==> src/rtl/cra_sbr_stack_if.sv <==
// Bus bundle for the CRA microcode subroutine stack: push/pop controls in, stack status and data out.
interface cra_sbr_stack_if #(
    parameter int unsigned ADR_W = 11,
    parameter int unsigned DEPTH = 16
);
    localparam int unsigned SP_W = $clog2(DEPTH);

    logic              CALL;
    logic              FORCE_1777;
    logic              RET;
    logic [ADR_W-1:0]  PUSH_ADR;
    logic              CLR_ERR;
    logic [SP_W-1:0]   DIAG_IDX;

    logic [ADR_W-1:0]  SBR_RET;
    logic [SP_W-1:0]   SP;
    logic [SP_W:0]     COUNT;
    logic              EMPTY;
    logic              FULL;
    logic              OVF;
    logic              UNF;
    logic [ADR_W-1:0]  DIAG_DATA;
    logic              PAR_ERR;

    modport master (
        output CALL, FORCE_1777, RET, PUSH_ADR, CLR_ERR, DIAG_IDX,
        input  SBR_RET, SP, COUNT, EMPTY, FULL, OVF, UNF, DIAG_DATA, PAR_ERR
    );

    modport slave (
        input  CALL, FORCE_1777, RET, PUSH_ADR, CLR_ERR, DIAG_IDX,
        output SBR_RET, SP, COUNT, EMPTY, FULL, OVF, UNF, DIAG_DATA, PAR_ERR
    );
endinterface

==> src/rtl/cra_sbr_stack.sv <==
// Circular CALL/RETURN stack for the CRAM address path with occupancy and sticky error tracking.
// Optional per-entry odd parity is enabled by defining CRA_SBR_STACK_PARITY_EN.
module cra_sbr_stack #(
    parameter int unsigned ADR_W = 11,
    parameter int unsigned DEPTH = 16
) (
    input logic            clk,
    input logic            RESET_N,
    cra_sbr_stack_if.slave bus
);
    localparam int unsigned SP_W  = $clog2(DEPTH);
    localparam int unsigned CNT_W = SP_W + 1;
`ifdef CRA_SBR_STACK_PARITY_EN
    localparam int unsigned ENT_W = ADR_W + 1;
`else
    localparam int unsigned ENT_W = ADR_W;
`endif

    logic [ENT_W-1:0] mem_q [DEPTH];
    logic [ENT_W-1:0] mem_d [DEPTH];
    logic [SP_W-1:0]  sp_q, sp_d;
    logic [CNT_W-1:0] count_q, count_d;
    logic [ADR_W-1:0] sbr_ret_q, sbr_ret_d;
    logic             empty_q, empty_d;
    logic             full_q, full_d;
    logic             ovf_q, ovf_d;
    logic             unf_q, unf_d;
    logic             par_err_q, par_err_d;

    logic             push;
    logic             pop;
    logic [SP_W-1:0]  sp_dec;
    logic [ENT_W-1:0] rd_ent;
    logic [ENT_W-1:0] wr_ent;

    // Push takes priority; a RET coinciding with a push is dropped.
    always_comb begin
        push      = bus.CALL | bus.FORCE_1777;
        pop       = bus.RET & ~push;
        sp_dec    = sp_q - SP_W'(1);
        rd_ent    = mem_q[sp_dec];
`ifdef CRA_SBR_STACK_PARITY_EN
        wr_ent    = {~^bus.PUSH_ADR, bus.PUSH_ADR};
`else
        wr_ent    = bus.PUSH_ADR;
`endif
        mem_d     = mem_q;
        sp_d      = sp_q;
        count_d   = count_q;
        sbr_ret_d = sbr_ret_q;
        par_err_d = par_err_q;
        ovf_d     = bus.CLR_ERR ? 1'b0 : ovf_q;
        unf_d     = bus.CLR_ERR ? 1'b0 : unf_q;

        if (push) begin
            mem_d[sp_q] = wr_ent;
            sp_d        = sp_q + SP_W'(1);
            if (count_q == CNT_W'(DEPTH)) begin
                ovf_d = 1'b1;
            end else begin
                count_d = count_q + CNT_W'(1);
            end
        end else if (pop) begin
            // Empty pop still moves SP and returns whatever stale entry sits there.
            sbr_ret_d = rd_ent[ADR_W-1:0];
            sp_d      = sp_dec;
`ifdef CRA_SBR_STACK_PARITY_EN
            par_err_d = rd_ent[ADR_W] != (^rd_ent[ADR_W-1:0] ^ 1'b1);
`endif
            if (count_q == CNT_W'(0)) begin
                unf_d = 1'b1;
            end else begin
                count_d = count_q - CNT_W'(1);
            end
        end

        empty_d = (count_d == CNT_W'(0));
        full_d  = (count_d == CNT_W'(DEPTH));
    end

    always_ff @(posedge clk or negedge RESET_N) begin
        if (!RESET_N) begin
            for (int unsigned i = 0; i < DEPTH; i++) begin
                mem_q[i] <= '0;
            end
            sp_q      <= '0;
            count_q   <= '0;
            sbr_ret_q <= '0;
            empty_q   <= 1'b1;
            full_q    <= 1'b0;
            ovf_q     <= 1'b0;
            unf_q     <= 1'b0;
            par_err_q <= 1'b0;
        end else begin
            mem_q     <= mem_d;
            sp_q      <= sp_d;
            count_q   <= count_d;
            sbr_ret_q <= sbr_ret_d;
            empty_q   <= empty_d;
            full_q    <= full_d;
            ovf_q     <= ovf_d;
            unf_q     <= unf_d;
            par_err_q <= par_err_d;
        end
    end

    assign bus.SBR_RET   = sbr_ret_q;
    assign bus.SP        = sp_q;
    assign bus.COUNT     = count_q;
    assign bus.EMPTY     = empty_q;
    assign bus.FULL      = full_q;
    assign bus.OVF       = ovf_q;
    assign bus.UNF       = unf_q;
    assign bus.DIAG_DATA = mem_q[bus.DIAG_IDX][ADR_W-1:0];
`ifdef CRA_SBR_STACK_PARITY_EN
    assign bus.PAR_ERR   = par_err_q;
`else
    assign bus.PAR_ERR   = 1'b0;
`endif
endmodule

==> src/flat_wrapper.sv <==
// flat-port wrapper written by rule: the top's interface ports become plain ports
module cra_sbr_stack_flat 
#(
    parameter int unsigned ADR_W = 11,
    parameter int unsigned DEPTH = 16
)
  (clk, RESET_N, bus_CALL, bus_FORCE_1777, bus_RET, bus_PUSH_ADR, bus_CLR_ERR, bus_DIAG_IDX, bus_SBR_RET, bus_SP, bus_COUNT, bus_EMPTY, bus_FULL, bus_OVF, bus_UNF, bus_DIAG_DATA, bus_PAR_ERR);
  cra_sbr_stack_if #(.ADR_W(ADR_W), .DEPTH(DEPTH)) bus_i ();
  input logic clk;
  input logic RESET_N;
  input wire logic [$bits(bus_i.CALL)-1:0] bus_CALL;
  input wire logic [$bits(bus_i.FORCE_1777)-1:0] bus_FORCE_1777;
  input wire logic [$bits(bus_i.RET)-1:0] bus_RET;
  input wire logic [$bits(bus_i.PUSH_ADR)-1:0] bus_PUSH_ADR;
  input wire logic [$bits(bus_i.CLR_ERR)-1:0] bus_CLR_ERR;
  input wire logic [$bits(bus_i.DIAG_IDX)-1:0] bus_DIAG_IDX;
  output wire logic [$bits(bus_i.SBR_RET)-1:0] bus_SBR_RET;
  output wire logic [$bits(bus_i.SP)-1:0] bus_SP;
  output wire logic [$bits(bus_i.COUNT)-1:0] bus_COUNT;
  output wire logic [$bits(bus_i.EMPTY)-1:0] bus_EMPTY;
  output wire logic [$bits(bus_i.FULL)-1:0] bus_FULL;
  output wire logic [$bits(bus_i.OVF)-1:0] bus_OVF;
  output wire logic [$bits(bus_i.UNF)-1:0] bus_UNF;
  output wire logic [$bits(bus_i.DIAG_DATA)-1:0] bus_DIAG_DATA;
  output wire logic [$bits(bus_i.PAR_ERR)-1:0] bus_PAR_ERR;
  assign bus_i.CALL = bus_CALL;
  assign bus_i.FORCE_1777 = bus_FORCE_1777;
  assign bus_i.RET = bus_RET;
  assign bus_i.PUSH_ADR = bus_PUSH_ADR;
  assign bus_i.CLR_ERR = bus_CLR_ERR;
  assign bus_i.DIAG_IDX = bus_DIAG_IDX;
  assign bus_SBR_RET = bus_i.SBR_RET;
  assign bus_SP = bus_i.SP;
  assign bus_COUNT = bus_i.COUNT;
  assign bus_EMPTY = bus_i.EMPTY;
  assign bus_FULL = bus_i.FULL;
  assign bus_OVF = bus_i.OVF;
  assign bus_UNF = bus_i.UNF;
  assign bus_DIAG_DATA = bus_i.DIAG_DATA;
  assign bus_PAR_ERR = bus_i.PAR_ERR;
  cra_sbr_stack #(.ADR_W(ADR_W), .DEPTH(DEPTH)) u_core (.clk(clk), .RESET_N(RESET_N), .bus(bus_i));
endmodule
==> config.mk <==
export PLATFORM = sky130hd
export DESIGN_NAME = cra_sbr_stack_flat
export DESIGN_NICKNAME = d
export VERILOG_FILES = /design/src/rtl/cra_sbr_stack_if.sv /design/src/rtl/cra_sbr_stack.sv /design/src/flat_wrapper.sv
export SDC_FILE = /design/constraint.sdc
export NUM_CORES = 1
export LEC_CHECK = 0
export ABC_CLOCK_PERIOD_IN_PS = 4100
export CORE_ASPECT_RATIO = 1.4
export CORE_MARGIN = 10
export CORE_UTILIZATION = 35
export CTS_CLUSTER_DIAMETER = 80
export DETAILED_ROUTE_END_ITERATION = 7
export GPL_TIMING_DRIVEN = 0
export PLACE_DENSITY = 0.62
export REMOVE_ABC_BUFFERS = 1
export SYNTH_ARGS = -nofsm -noshare
export SYNTH_HDL_FRONTEND = slang
export SYNTH_SLANG_ARGS = --single-unit
==> constraint.sdc <==
create_clock -name clk -period 4.1 [get_ports clk]
set_input_delay 0.41 -clock clk [delete_from_list [all_inputs] [get_ports clk]]
set_output_delay 0.41 -clock clk [all_outputs]
set_load 0.02 [all_outputs]
==> results of run 1 <==
-- kinds of logic (layout without fill, tap and decap cells) --
logic type,after synthesis,count (layout),synth area share
AO/OA/AOI/OAI,29,29,0.0216
XOR/XNOR,10,10,0.00901
adder cells (fa/ha/maj),7,7,0.00829
buffers and inverters,71,114,0.0342
flip-flops,200,200,0.474
multiplexers,297,297,0.423
other,1,1,0.000355
AND/OR/NAND/NOR,55,55,0.0293
-- power groups by stage --
stage | Combinational [uW] | Clock, uW | Sequential (uW)
floorplan | 3380 | 0 | 3700
global placement | 4700 | 0 | 3860
detailed placement | 4950 | 0 | 3840
CTS | 4970 | 1890 | 3810
global route | 5240 | 1960 | 3960
finish | 4920 | 1850 | 3820
-- state kept, by name, indices dropped and copies added (netlist names) --
register	count
u_core.bus.SP	4
u_core.bus.EMPTY	1
u_core.bus.FULL	1
u_core.bus.COUNT	5
u_core.mem_q	176
u_core.bus.OVF	1
u_core.bus.SBR_RET	11
u_core.bus.UNF	1
-- path summary, 6_finish.rpt --
path                                              startpoint                           endpoint
max                             u_core.bus.SP[0]$_DFFE_PN0P_  u_core.bus.SBR_RET[7]$_DFFE_PN0P_
min in group clk           u_core.bus.SBR_RET[4]$_DFFE_PN0P_  u_core.bus.SBR_RET[4]$_DFFE_PN0P_
max in group asynchronous                            RESET_N  u_core.bus.SBR_RET[4]$_DFFE_PN0P_
max reg2reg                     u_core.bus.SP[0]$_DFFE_PN0P_  u_core.bus.SBR_RET[7]$_DFFE_PN0P_
min                                                  RESET_N       u_core.mem_q[83]$_DFFE_PN0P_
min reg2reg                u_core.bus.SBR_RET[4]$_DFFE_PN0P_  u_core.bus.SBR_RET[4]$_DFFE_PN0P_
-- metrics by stage --
stage               setup WS [ns]  instance area (um^2)
floorplan                  -0.686                 10200
global placement            -6.00                 11300
detailed placement          0.692                 11600
CTS                         0.688                 12300
global route                0.576                 12300
finish                      0.736                 12300
-- synthesized netlist by cell type (2+ instances only) --
cell type	instances	area, um^2
a21oi_1	3	15.0
a221o_1	11	110
buf_1	4	15.0
buf_2	28	140
buf_4	4	30.0
buf_6	6	67.6
clkbuf_1	20	75.1
dfrtp_1	199	4980
ha_1	7	87.6
inv_1	9	33.8
mux2_1	34	383
mux2_2	153	1720
mux2i_1	11	110
mux4_1	6	158
mux4_2	93	2090
nand2_1	7	26.3
nand2b_1	2	12.5
nand3_1	3	15.0
nand4_1	5	31.3
nor2_1	10	37.5
nor2b_1	2	12.5
nor3_1	16	80.1
o211ai_1	2	15.0
o21ai_0	5	25.0
or3b_1	2	17.5
xnor2_1	4	35.0
xor2_1	5	43.8
-- cell type report --
class	count	area (um^2)
Inverter	9	33.8
Tap cell	385	482
Sequential cell	200	5010
Fill cell	2732	17600
Timing Repair Buffer	73	828
Clock buffer	25	505
Clock inverter	7	138
Multi-Input combinational cell	399	5260
-- routing by layer --
metal | GRT usage | up-vias | wire (um)
li1 | - | 2649 | -
met1 | 0.187 | 3381 | 11700
met2 | 0.247 | 150 | 14000
met3 | 0.0258 | 30 | 989
met4 | 0.0522 | 0 | 611
met5 | 0 | - | 0
-- critical path: cells and delay by family, from the launching register on --
| family | cells | cell delay, ns |
|---|---|---|
| AOI/OAI and AO/OA | 1 | 0.31 |
| adders and majority gates | 1 | 0.78 |
| buffers and inverters | 3 | 0.73 |
| DFF | 1 | 0.77 |
| muxes | 2 | 0.61 |
==> flow_metrics.env, run 1 <==
export IMPL_status="finished with violations"
export IMPL_p_clk_frac=0.174
export IMPL_gp_congestion=0.728
export IMPL_power_density_nw_per_um2=864
export IMPL_cts_htree_levels=4
export IMPL_place_hpwl_um=17100
export IMPL_grt_max_degree=104
export IMPL_crit_arrival_ns=3.68
export IMPL_tightest_slew_ns=1.27
export IMPL_cp_slowest_stage_delay_ns=0.78
export IMPL_ant_nets=0
export IMPL_stdcell_count=1098
export IMPL_portBuffers=55
export IMPL_postCtsSetupRepairBufs=0
export IMPL_async_reset_ff_frac=1.00
export IMPL_switchingPower_uw=3600
export IMPL_crit_chain="buf_16 -> inv_1 -> ha_2 -> buf_12 -> mux4_2 -> mux2_2 -> a221o_1"
export IMPL_grt_first_pass_wirelength_um=42400
export IMPL_grt_antenna_before_repair=0
export IMPL_violations="negative hold slack"
export IMPL_p_int_uw=6990
export IMPL_peakVddDrop_uv=470
export IMPL_wire_per_inst_um=24.9
export IMPL_syn_inst=670
export IMPL_layout_common_cells="198 x dfrtp_1, 153 x mux2_2, 93 x mux4_2, 52 x clkdlybuf4s50_1, 34 x mux2_1"
export IMPL_hold_viol_final=9
export IMPL_core_area_um2=29800
export IMPL_hold_ws_ns=-0.00990
export IMPL_tns_ns=0
export IMPL_synth_cell_types=46
export IMPL_yosys_register_bits=200
export IMPL_finalPower_uw=10600
export IMPL_cts_buffers=17
export IMPL_synth_edff_count=0
export IMPL_cp_slowest_cell="ha_2"
export IMPL_r2r_slack_ns=0.74
export IMPL_initial_utilization=0.354
export IMPL_track_usage=0.147
export IMPL_clock_sinks=200
export IMPL_drv_slew=0
export IMPL_gr_total_overflow=0
export IMPL_synthToLayoutAreaGrowth_pct=16.1
export IMPL_seqPwrFrac=0.361
export IMPL_leakagePower_uw=0.00490
export IMPL_cts_resized=0
export IMPL_dp_cells=1066
export IMPL_grt_pass1_vias=6657
export IMPL_drive_above_1_share=0.446
export IMPL_fin_crit_ns=3.36
export IMPL_cts_root_buffer="clkbuf_16"
export IMPL_worstSetupPathType="flop to flop"
export IMPL_ys_warn_count=0
export IMPL_drc=0
export IMPL_post_route_util=0.411
export IMPL_finalNetCount=728
export IMPL_clk_pin_slew_ns=0.07
export IMPL_cp_end_kind="flop"
export IMPL_syn_cell_area_um2=10600
export IMPL_rsz0062_at_grt="no"
export IMPL_cp_data_required_time_ns=4.42
export IMPL_combPwrFrac=0.465
export IMPL_yosysSeqAreaShare=0.474
export IMPL_worstPathMaxFanout=29
export IMPL_io_pins=57
export IMPL_p_sw_frac=0.340
export IMPL_dieArea_um2=37600
export IMPL_postSynthAreaPerCell_um2=15.8
export IMPL_final_common_cell="dfrtp_1"
export IMPL_finClkSkew_ns=0.00671
export IMPL_viasPerCell=5.66
export IMPL_drtPass1Iterations=5
export IMPL_start_kind="flop"
export IMPL_vias=6210
export IMPL_drtIter0Drc=505
export IMPL_min_period_over_period=0.821
export IMPL_maxCapViolCount=0
export IMPL_clock_fmax_mhz=297
export IMPL_slew_headroom=0.151
export IMPL_clk_latency_ns=0.44
export IMPL_holdBufCountCts=0
export IMPL_antenna_cells=0
export IMPL_rows=75
export IMPL_die_h_um=226
export IMPL_die_w_um=167
export IMPL_worstRegToRegCells=7
export IMPL_clk_path_buf_depth=2
export IMPL_finalWirelength_um=27400
export IMPL_cts_tree="built"
export IMPL_synth_ff_type="dfrtp_1"
export IMPL_setup_viol=0
export IMPL_hp_class="input port to asynchronous set/reset pin"
No activity file was read; power rests on OpenSTA's default activity.
==> run 2, diff against run 1 <==
--- a/config.mk
+++ b/config.mk
@@ -5,7 +5,7 @@
 export SDC_FILE = /design/constraint.sdc
 export NUM_CORES = 1
 export LEC_CHECK = 0
-export ABC_CLOCK_PERIOD_IN_PS = 4100
+export ABC_CLOCK_PERIOD_IN_PS = 3400
 export CORE_ASPECT_RATIO = 1.4
 export CORE_MARGIN = 10
 export CORE_UTILIZATION = 35
==> constraint.sdc (replaced) <==
create_clock -name clk -period 3.4 [get_ports clk]
set_input_delay 0.34 -clock clk [delete_from_list [all_inputs] [get_ports clk]]
set_output_delay 0.34 -clock clk [all_outputs]
set_load 0.02 [all_outputs]
==> flow_metrics.env, run 2 (synthesis results as in run 1) <==
export IMPL_finClkSkew_ns=0.00740
export IMPL_grt_antenna_before_repair=0
export IMPL_tns_ns=0
export IMPL_seq_area_um2=5010
export IMPL_setup_viol=0
export IMPL_worstSetupPathType="input port to output port"
export IMPL_wire_per_inst_um=24.9
export IMPL_start_kind="input port"
export IMPL_clk_path_buf_depth=2
export IMPL_cp_top_family="buffers and inverters"
export IMPL_cts_tree="built"
export IMPL_slew_headroom=0.139
export IMPL_hold_ws_ns=0.497
export IMPL_grt_max_degree=104
export IMPL_drc=0
export IMPL_status="finished clean"
export IMPL_gp_congestion=0.728
export IMPL_synthToLayoutAreaGrowth_pct=16.2
export IMPL_worstRegToRegCells=7
export IMPL_reg2reg_from="u_core.bus.SP[0]$_DFFE_PN0P_"
export IMPL_rows=75
export IMPL_dp_slack_ns=0.0275
export IMPL_crit_arrival_ns=2.88
export IMPL_clk_pin_slew_ns=0.07
export IMPL_top_register="u_core.mem_q"
export IMPL_p_clk_frac=0.174
export IMPL_final_common_cell="dfrtp_1"
export IMPL_grt_pass1_vias=6663
export IMPL_core_area_um2=29800
export IMPL_switchingPower_uw=4340
export IMPL_dieArea_um2=37600
export IMPL_postCtsSetupRepairBufs=0
export IMPL_drv_slew=0
export IMPL_gr_total_overflow=0
export IMPL_io_pins=57
export IMPL_hold_viol_final=0
export IMPL_clk_latency_ns=0.44
export IMPL_power_density_nw_per_um2=1040
export IMPL_place_hpwl_um=17100
export IMPL_r2r_slack_ns=0.27
export IMPL_min_path_cells=2
export IMPL_vias=6259
export IMPL_die_h_um=226
export IMPL_crit_path_frequent_cell="clkdlybuf4s50_1"
export IMPL_p_sw_frac=0.339
export IMPL_layout_common_cells="198 x dfrtp_1, 153 x mux2_2, 93 x mux4_2, 52 x clkdlybuf4s50_1, 34 x mux2_1"
export IMPL_hold_end="u_core.bus.UNF$_DFF_PN0_"
export IMPL_min_period_over_period=0.947
export IMPL_clock_fmax_mhz=311
export IMPL_finalNetCount=729
export IMPL_tightest_slew_ns=1.29
export IMPL_cts_htree_levels=4
export IMPL_antenna_cells=0
export IMPL_reg2reg_to="u_core.bus.SBR_RET[7]$_DFFE_PN0P_"
export IMPL_min_from="bus_CLR_ERR"
export IMPL_hp_class="input port to flop"
export IMPL_ant_nets=0
export IMPL_combPwrFrac=0.465
export IMPL_multiInputGateArea_um2=5270
export IMPL_crit_chain="clkdlybuf4s50_1 -> mux4_2 -> clkdlybuf4s50_1"
export IMPL_setup_slack_ns=0.180
export IMPL_peakVddDrop_uv=573
export IMPL_cp_slowest_cell="clkdlybuf4s50_1"
export IMPL_cp_end_kind="output port"
export IMPL_cts_buffers=17
export IMPL_maxCapViolCount=0
export IMPL_leakagePower_uw=0.00490
export IMPL_rsz0062_at_grt="no"
export IMPL_drtIter0Drc=469
export IMPL_grt_first_pass_wirelength_um=42400
export IMPL_drive_above_1_share=0.445
export IMPL_seqPwrFrac=0.360
export IMPL_initial_utilization=0.354
export IMPL_post_route_util=0.411
export IMPL_clock_sinks=200
export IMPL_cp_data_required_time_ns=3.06
export IMPL_viasPerCell=5.70
export IMPL_crit_buf_inv=2
export IMPL_fillers=2732
export IMPL_track_usage=0.147
export IMPL_worstPathMaxFanout=11
export IMPL_drtPass1Iterations=5
export IMPL_finalWirelength_um=27400
export IMPL_largest_reg_flops=176
export IMPL_die_w_um=167
export IMPL_cp_slowest_stage_delay_ns=1.29
export IMPL_cts_root_buffer="clkbuf_16"
export IMPL_fin_crit_ns=3.22
export IMPL_p_int_uw=8450
export IMPL_portBuffers=55
-- run 2: changes by cell type in the layout (fill, tap and decap cells not counted) --
cell | before | now
dlygate4sd3_1 | 0 | 1
ha_2 | 1 | 0
ha_4 | 0 | 1
-- run 2: area by class of cell --
class                           count  share of cell area
Timing Repair Buffer               74              0.0683
Clock inverter                      7              0.0112
Tap cell                          385              0.0392
Inverter                            9             0.00275
Clock buffer                       25              0.0412
Multi-Input combinational cell    399               0.429
Sequential cell                   200               0.408
-- run 2: worst register-to-register path, delay by kind of cell (launching register included) --
kind,cells,cell delay (ns)
adder cells (fa/ha/maj),1,0.54
flip-flops,1,0.77
multiplexers,2,0.64
buffers and inverters,3,0.74
AO/OA/AOI/OAI,1,0.31
-- run 2: worst max path at each step --
stage / from / endpoint / slack (ns) / cells after the start
after detailed placement: u_core.bus.SP[0]$_DFFE_PN0P_ / u_core.bus.SBR_RET[7]$_DFFE_PN0P_ / 0.03 / 7
after global placement: RESET_N / u_core.mem_q[169]$_DFFE_PN0P_ / -6.63 / 1
after CTS: u_core.bus.SP[0]$_DFFE_PN0P_ / u_core.bus.SBR_RET[7]$_DFFE_PN0P_ / 0.004 / 7
after floorplan: u_core.bus.SP[0]$_DFFE_PN0P_ / u_core.bus.SBR_RET[0]$_DFFE_PN0P_ / -1.39 / 5
final: bus_DIAG_IDX[2] / bus_DIAG_DATA[8] / 0.18 / 3
after global routing: bus_DIAG_IDX[2] / bus_DIAG_DATA[7] / 0.1 / 3
-- run 2: power by group through the flow --
stage	combinational, uW	sequential (uW)	clock, uW
detailed placement	5970	4640	0
floorplan	4080	4460	0
global route	6350	4780	2370
CTS	6000	4600	2280
finish	5950	4610	2230
global placement	5550	4650	0
-- run 2: stage by stage --
stage          cell area [um^2]  total power (uW)  cells
5_1_grt                   12300             13500   1099
2_1_floorplan             10200              8540    608
4_1_cts                   12300             12900   1099
3_3_place_gp              11300             10200   1048
6_report                  12300             12800   1099
3_5_place_dp              11600             10600   1066
-- run 2: repair_timing --
| item | in CTS | in global routing |
|---|---|---|
| hold buffers | 1 | 0 |
| endpoints found under the hold margin | 71 | 0 |
| resized for setup | 0 | 1 |
| setup endpoints to repair | 0 | 7 |
-- run 2: metal layers --
layer / track usage / wire (um) / part of all wire
met1: 0.187 / 11500 / 0.42
met2: 0.248 / 14000 / 0.51
met3: 0.0258 / 1340 / 0.049
met4: 0.0522 / 624 / 0.023
met5: 0 / 0 / 0
==> run 3, diff against run 2 <==
--- a/config.mk
+++ b/config.mk
@@ -11,8 +11,9 @@
 export CORE_UTILIZATION = 35
 export CTS_CLUSTER_DIAMETER = 80
 export DETAILED_ROUTE_END_ITERATION = 7
+export DONT_BUFFER_PORTS = 1
 export GPL_TIMING_DRIVEN = 0
-export PLACE_DENSITY = 0.62
+export PLACE_DENSITY = 0.6
 export REMOVE_ABC_BUFFERS = 1
 export SYNTH_ARGS = -nofsm -noshare
 export SYNTH_HDL_FRONTEND = slang
==> flow_metrics.env, run 3 (synthesis results as in run 1) <==
export IMPL_status="finished with violations"
export IMPL_violations="negative hold slack"
export IMPL_portBuffers=0
export IMPL_finalWirelength_um=28600
export IMPL_clock_sinks=200
export IMPL_worstPathMaxFanout=28
export IMPL_hold_viol_final=200
export IMPL_drc=0
export IMPL_cp_data_required_time_ns=3.72
export IMPL_initial_utilization=0.354
export IMPL_clk_pin_slew_ns=0.07
export IMPL_crit_buf_inv=2
export IMPL_hold_ws_ns=-0.390
export IMPL_io_pins=57
export IMPL_rows=75
export IMPL_leakagePower_uw=0.00466
export IMPL_rsz0062_at_grt="no"
export IMPL_grt_antenna_before_repair=0
export IMPL_setup_worst_path_start="u_core.bus.SP[0]$_DFFE_PN0P_"
export IMPL_worstRegToRegCells=6
export IMPL_min_period_over_period=0.890
export IMPL_layout_common_cells="198 x dfrtp_1, 153 x mux2_2, 93 x mux4_2, 34 x mux2_1, 17 x clkbuf_16"
export IMPL_die_w_um=167
export IMPL_hp_class="input port to asynchronous set/reset pin"
export IMPL_final_common_cell="dfrtp_1"
export IMPL_dp_cells=1008
export IMPL_tns_ns=0
export IMPL_gp_congestion=0.756
export IMPL_drv_slew=0
export IMPL_top_register="u_core.mem_q"
export IMPL_grt_max_degree=201
export IMPL_finalNetCount=672
export IMPL_drive_above_1_share=0.476
export IMPL_place_hpwl_um=18200
export IMPL_drtIter0Drc=500
export IMPL_holdBufCountCts=1
export IMPL_core_area_um2=29800
export IMPL_cts_buffers=17
export IMPL_cts_htree_levels=4
export IMPL_tightest_slew_ns=1.43
export IMPL_crit_chain="inv_1 -> ha_2 -> buf_12 -> mux4_2 -> mux2_2 -> a221o_1"
export IMPL_setup_viol=0
export IMPL_power_density_nw_per_um2=1060
export IMPL_cts_tree="built"
export IMPL_stdcell_count=1041
export IMPL_vias=6285
export IMPL_setup_slack_ns=0.376
export IMPL_clock_fmax_mhz=331
export IMPL_grt_first_pass_wirelength_um=43800
export IMPL_worstSetupPathType="flop to flop"
export IMPL_cp_slowest_cell="ha_2"
export IMPL_dp_slack_ns=0.152
export IMPL_ant_nets=0
export IMPL_maxCapViolCount=0
export IMPL_track_usage=0.152
export IMPL_crit_arrival_ns=3.34
export IMPL_cts_root_buffer="clkbuf_16"
export IMPL_reg2reg_from="u_core.bus.SP[0]$_DFFE_PN0P_"
export IMPL_placed_area_um2=11000
export IMPL_viasPerCell=6.04
export IMPL_cp_slowest_stage_delay_ns=0.77
export IMPL_grt_pass1_vias=6980
export IMPL_peakVddDrop_uv=542
export IMPL_clk_path_buf_depth=2
export IMPL_cp_end_kind="flop"
export IMPL_die_h_um=226
export IMPL_clk_latency_ns=0.43
export IMPL_cp_top_family="adder cells"
export IMPL_final_cell_area_um2=11700
export IMPL_synthToLayoutAreaGrowth_pct=10.5
export IMPL_cp_depth=6
export IMPL_slew_headroom=0.0455
export IMPL_fin_crit_ns=3.02
export IMPL_start_kind="flop"
export IMPL_gr_total_overflow=0
export IMPL_finClkSkew_ns=0.00745
export IMPL_largest_reg_flops=176
export IMPL_cts_resized=0
export IMPL_wire_per_inst_um=27.5
export IMPL_dieArea_um2=37600
export IMPL_antenna_cells=0
export IMPL_drtPass1Iterations=5
-- run 3: layout make-up --
class | count | area, um^2
Sequential cell | 200 | 5010
Clock inverter | 7 | 115
Fill cell | 2730 | 18200
Tap cell | 385 | 482
Multi-Input combinational cell | 399 | 5260
Clock buffer | 24 | 502
Timing Repair Buffer | 17 | 267
Inverter | 9 | 33.8
-- run 3: power breakdown --
group | total, uW | switching (uW) | internal, uW
sequential | 4790 | 1220 | 3570
clock | 2130 | 881 | 1250
combinational | 5480 | 2240 | 3240
total | 12400 | 4340 | 8070
-- run 3: worst register-to-register path: cells and delay by family, from the launching register on --
kind,cells,cell delay [ns]
buffers and inverters,2,0.49
AOI/OAI and AO/OA,1,0.31
DFF,1,0.69
muxes,2,0.64
adders and majority gates,1,0.77
-- run 3: path summary, 6_finish.rpt --
check,to,slack [ns]
min in group clk,u_core.mem_q[132]$_DFFE_PN0P_,0.04
worst max register to register,u_core.bus.SBR_RET[9]$_DFFE_PN0P_,0.38
max in group asynchronous,u_core.mem_q[25]$_DFFE_PN0P_,3.46
worst min register to register,u_core.mem_q[34]$_DFFE_PN0P_,0.52
worst min-delay path,u_core.mem_q[96]$_DFFE_PN0P_,-0.39
worst max-delay path,u_core.bus.SBR_RET[9]$_DFFE_PN0P_,0.38
-- run 3: layer usage --
| metal | wire length, um | vias up | track usage | part of all wire |
|---|---|---|---|---|
| met4 | 895 | 0 | 0.0678 | 0.031 |
| met2 | 14900 | 211 | 0.261 | 0.52 |
| met5 | 0 | - | 0 | 0 |
| li1 | - | 2548 | - | - |
| met1 | 11200 | 3477 | 0.173 | 0.39 |
| met3 | 1640 | 49 | 0.0408 | 0.057 |
-- run 3: what timing repair did --
action,CTS,global route
setup endpoints to repair,0,1
buffers inserted,0,1
endpoints found under the hold margin,202,200
-- run 3: metrics by stage --
step,power [uW],util
after CTS,12500,0.390
final,12400,0.391
after global routing,13100,0.391
after floorplan,8540,-
after detailed placement,10300,0.369
after global placement,9590,0.359
